## config.mk

```make
export PLATFORM = sky130hd
export DESIGN_NAME = dmem_arbiter
export DESIGN_NICKNAME = d
export VERILOG_FILES = /design/src/rtl/dmem_arbiter_pkg.sv /design/src/rtl/arb2_sel.sv /design/src/rtl/dmem_arbiter.sv
export SDC_FILE = /design/constraint.sdc
export NUM_CORES = 1
export LEC_CHECK = 0
export ABC_CLOCK_PERIOD_IN_PS = 2400
export CAP_MARGIN = 20
export CORE_AREA = 2 2 154 156
export CTS_BUF_LIST = sky130_fd_sc_hd__clkbuf_2
export DETAILED_ROUTE_END_ITERATION = 8
export DIE_AREA = 0 0 156 158
export SLEW_MARGIN = 20
export SYNTH_ARGS = -nofsm -noshare
export SYNTH_HDL_FRONTEND = slang
export SYNTH_SLANG_ARGS = --single-unit
```

## constraint.sdc

```tcl
create_clock -name clk -period 2.4 [get_ports clk]
set_input_delay 0.6 -clock clk [delete_from_list [all_inputs] [get_ports clk]]
set_output_delay 0.6 -clock clk [all_outputs]
set_load 0.05 [all_outputs]
```

## src/rtl/dmem_arbiter_pkg.sv

```systemverilog
// Shared types for the dmem arbiter: FSM state encoding and port ids.
package dmem_arbiter_pkg;

  typedef enum logic [1:0] {
    ARB_IDLE = 2'd0,
    ARB_MEM  = 2'd1,
    ARB_RSP  = 2'd2
  } arb_state_e;

  localparam logic ARB_P0 = 1'b0;
  localparam logic ARB_P1 = 1'b1;

endpackage

```

## src/rtl/arb2_sel.sv

```systemverilog
// Two-input winner select. Build option: DMEM_ARB_RR_EN selects round-robin,
// otherwise fixed priority with port 0 first.
module arb2_sel
  import dmem_arbiter_pkg::*;
(
  input  logic [1:0] req,
  input  logic       last,
  output logic [1:0] win
);

`ifdef DMEM_ARB_RR_EN
  // On a tie the port that did not win last time goes first.
  always_comb begin
    win = req;
    if (req == 2'b11)
      win = (last == ARB_P0) ? 2'b10 : 2'b01;
  end
`else
  logic unused_last;
  assign unused_last = last;
  assign win = {req[1] & ~req[0], req[0]};
`endif

endmodule

```

## src/rtl/dmem_arbiter.sv

```systemverilog
// Shares the single-port dmem between the core LSU (port 0) and a secondary
// master (port 1). Build option: DMEM_ARB_RR_EN enables round-robin ties.
module dmem_arbiter
  import dmem_arbiter_pkg::*;
#(
  parameter int XLEN      = 32,
  parameter int ADDR_SIZE = 32
) (
  input  logic                 clk,
  input  logic                 reset,
  input  logic                 m0_req,
  input  logic                 m0_we,
  input  logic [ADDR_SIZE-1:0] m0_addr,
  input  logic [XLEN-1:0]      m0_wdata,
  input  logic [ADDR_SIZE-1:0] m0_pc,
  output logic                 m0_gnt,
  output logic                 m0_rvalid,
  output logic [XLEN-1:0]      m0_rdata,
  input  logic                 m1_req,
  input  logic                 m1_we,
  input  logic [ADDR_SIZE-1:0] m1_addr,
  input  logic [XLEN-1:0]      m1_wdata,
  input  logic [ADDR_SIZE-1:0] m1_pc,
  output logic                 m1_gnt,
  output logic                 m1_rvalid,
  output logic [XLEN-1:0]      m1_rdata,
  output logic                 mem_we,
  output logic [ADDR_SIZE-1:0] mem_a,
  output logic [XLEN-1:0]      mem_wd,
  output logic [ADDR_SIZE-1:0] mem_pc,
  input  logic [XLEN-1:0]      mem_rd
);

  arb_state_e           state;
  logic                 owner;
  logic                 we_q;
  logic [ADDR_SIZE-1:0] a_q, pc_q;
  logic [XLEN-1:0]      wd_q, rsp_q;
  logic                 last_q;
  logic [1:0]           win;
  logic                 idle;

  assign idle = (state == ARB_IDLE) & ~reset;

  arb2_sel u_sel (
    .req  ({m1_req, m0_req}),
    .last (last_q),
    .win  (win)
  );

  assign m0_gnt = idle & win[0];
  assign m1_gnt = idle & win[1];

`ifdef DMEM_ARB_RR_EN
  always_ff @(posedge clk) begin
    if (reset)                 last_q <= ARB_P1;
    else if (m0_gnt | m1_gnt)  last_q <= m1_gnt ? ARB_P1 : ARB_P0;
  end
`else
  assign last_q = ARB_P1;
`endif

  always_ff @(posedge clk) begin
    if (reset) begin
      state <= ARB_IDLE;
      owner <= ARB_P0;
      we_q  <= 1'b0;
      a_q   <= '0;
      wd_q  <= '0;
      pc_q  <= '0;
      rsp_q <= '0;
    end else begin
      case (state)
        ARB_IDLE: if (|win) begin
          owner <= win[1] ? ARB_P1 : ARB_P0;
          we_q  <= win[1] ? m1_we    : m0_we;
          a_q   <= win[1] ? m1_addr  : m0_addr;
          wd_q  <= win[1] ? m1_wdata : m0_wdata;
          pc_q  <= win[1] ? m1_pc    : m0_pc;
          state <= ARB_MEM;
        end
        // Read data is sampled before the write lands, so stores return the old word.
        ARB_MEM: begin
          rsp_q <= mem_rd;
          state <= ARB_RSP;
        end
        ARB_RSP: state <= ARB_IDLE;
        default: state <= ARB_IDLE;
      endcase
    end
  end

  assign mem_we = (state == ARB_MEM) & we_q & ~reset;
  assign mem_a  = a_q;
  assign mem_wd = wd_q;
  assign mem_pc = pc_q;

  assign m0_rvalid = (state == ARB_RSP) & (owner == ARB_P0);
  assign m1_rvalid = (state == ARB_RSP) & (owner == ARB_P1);
  assign m0_rdata  = m0_rvalid ? rsp_q : '0;
  assign m1_rdata  = m1_rvalid ? rsp_q : '0;

endmodule

```

==> impl_metrics.toml <==
[worst_setup_path]
cp-start-kind = "flop"
cp_data_required_time_ns = 1.80
slowest_stage = "dfxtp_4"
arrival_ns = 1.90
path_depth = 4
critPathMaxStageDelay_ns = 0.41
crit_chain = "and3b_2 > buf_12 > and2_1 > buf_12"
cp-end-kind = "primary output"
criticalPathCategory = "flop to primary output"
reg2reg_slack_ns = 0.66
critical_path_peak_fanout = 33
critPathBufInv = 2
rr_worst_depth = 5
cp_top_family = "simple AND/OR/NAND/NOR gates"
crit_top_cell = "buf_12"

[timing]
max_slew.worst_pin.slew_ns = 0.567
skew_ns = 0.0326
fin_crit_ns = 2.50
rsz0062_at_grt = "true"
fin_ws_ns = -0.0953
finalHoldViolCount = 0
slew_viol_final = 0
max_freq_ghz = 0.401
relSlewSlack = 0.623
setup_viol_count_final = 65
hold-worst-slack_ns = 0.259
period_share = 1.04

[placement]
hpwl_um = 18000
numPortBuffers = 394
dp_cells = 1406
preCtsSetupSlack_ns = 0.131
routabilityCongestion = 0.752

[synthesis]
yosysUniqueCellTypes = 22
ys_seq_elements = 132
synth.area.top_cells = "dfxtp_1, nand2_1, a311oi_1"
synth.avg_cell_area_um2 = 7.71
synth_nets = 1008
synth_warnings = 0
netlist_area_mm2 = 0.00600
synth_cells = 778
yosysTopAreaCell = "dfxtp_1"
synth_seq_area_share = 0.441
synth_top_area_share = 0.441

[outcome]
violations = "setup timing"
outcome = "finished, violations left"

[detailed_routing]
post_drt_wl_per_cell_um = 18.0
drt-initial-drc-count = 363
avgViaCountPerCell = 4.82
finalWirelength_um = 26100
num_vias = 6980
drt-pass1-iter-count = 4
drcViolationCount = 0
postRouteAntennaNets = 0

[floorplanning]
io_pins = 395
die_w_um = 156
die_area_mm2 = 0.0246
core_area_mm2 = 0.0231
die_h_um = 158
initial_core_util = 0.260
num_rows = 56

[clock_tree]
cts_sinks = 132
clk_latency_ns = 0.68
clockRootBuffer = "clkbuf_2"
ctsHoldBuffers = 0
htree_levels = 4
numCtsBuffers = 17
cts_buffer_depth = 2
cts_tree = "built"
clk_pin_slew_ns = 0.22

[finish]
drive_above_1_share = 0.168
layout_common_cells = "nand2_1, clkdlybuf4s50_1, dfxtp_1"
areaGrowthSynthToFinish_pct = 90.7
multi_input_area_mm2 = 0.00319
nets = 1374
fillerInstances = 2245
instances_no_fill = 1447
final_common_cell = "nand2_1"
seq_area_mm2 = 0.00265

[global_route]
grt_max_degree = 120
grt_antenna_before_repair = 1
grt_pass1_vias = 6739
grt.total_usage = 0.198
overflow = 0
grt_first_pass_wirelength_um = 37800

[run]
cap_violations = 0

[min_path]
worstHoldPathCells = 2
hp-class = "primary input to flop"

[power_and_ir_drop]
power_leakage_nw = 4.71
p_per_area_mw_per_mm2 = 568
p_total_mw = 6.50
ir_drop_uv = 280
==> routing by layer <==
metal	global-route usage	vias up	wire (µm)
met3	0.0671	15	2190
met2	0.351	294	13200
met1	0.232	3253	10400
met4	0.0459	0	281
met5	0	-	0
li1	-	3418	-
==> Yosys cell counts, drive strengths merged <==
| cell | n |
|---|---|
| nor2 | 5 |
| and3b | 1 |
| buf | 18 |
| or3 | 1 |
| or2 | 2 |
| nor3 | 1 |
| clkbuf | 61 |
| nand2b | 29 |
| inv | 1 |
| nor2b | 2 |
| and2 | 64 |
| a21oi | 103 |
| nand2 | 258 |
| a211oi | 1 |
| dfxtp | 132 |
| a32oi | 27 |
| nor3b | 2 |
| a311oi | 70 |
==> cell families after synthesis <==
logic type	count (synthesis)	share of synthesized area
buf+inv	80	0.0578
simple gates	365	0.273
flops	132	0.441
compound gates	201	0.229
==> what timing repair did <==
item	4_1_cts	5_1_grt
setup endpoints to repair	164	72
cloned	0	3
setup buffers	4	2
pin swaps	11	20
resized for setup	139	22
==> area by class of cell <==
type,count,area share
Timing Repair Buffer,426,0.431
Multi-Input combinational cell,566,0.279
Sequential cell,132,0.232
Tap cell,290,0.0317
Clock inverter,12,0.0179
Clock buffer,19,0.00832
Inverter,1,0.000328
Antenna cell,1,0.000219
==> where the power goes <==
part           internal [mW]  leakage [nW]  switching (mW)  total [mW]
registers               2.43          1.09           0.127        2.56
clock network          0.797         0.171           0.912        1.71
logic                  0.850          3.45            1.38        2.23
==> state kept, by name, summed over array words and instances (netlist names) <==
signal / count
rsp_q: 32
mem_wd: 32
mem_pc: 32
owner: 1
state: 2
mem_a: 32
we_q: 1
==> final timing paths <==
kind / from / to
worst min register to register: mem_a[22]$_SDFFE_PP0P_ / mem_a[22]$_SDFFE_PP0P_
worst max register to register: state[0]$_SDFFE_PP0P_ / mem_a[9]$_SDFFE_PP0P_
worst max-delay path: state[0]$_SDFFE_PP0P_ / m1_rdata[16]
worst min-delay path: reset / state[1]$_SDFFE_PP0P_
==> metrics by stage <==
step | setup TNS (ns) | util | instance area [µm²]
floorplan | -0.0659 | - | 6010
global placement | 0 | 0.477 | 11000
detailed placement | 0 | 0.477 | 11000
CTS | -12.32 | 0.491 | 11300
global route | -15.42 | 0.496 | 11400
finish | -5.00 | 0.496 | 11400
No activity file was read; power rests on OpenSTA's default activity.
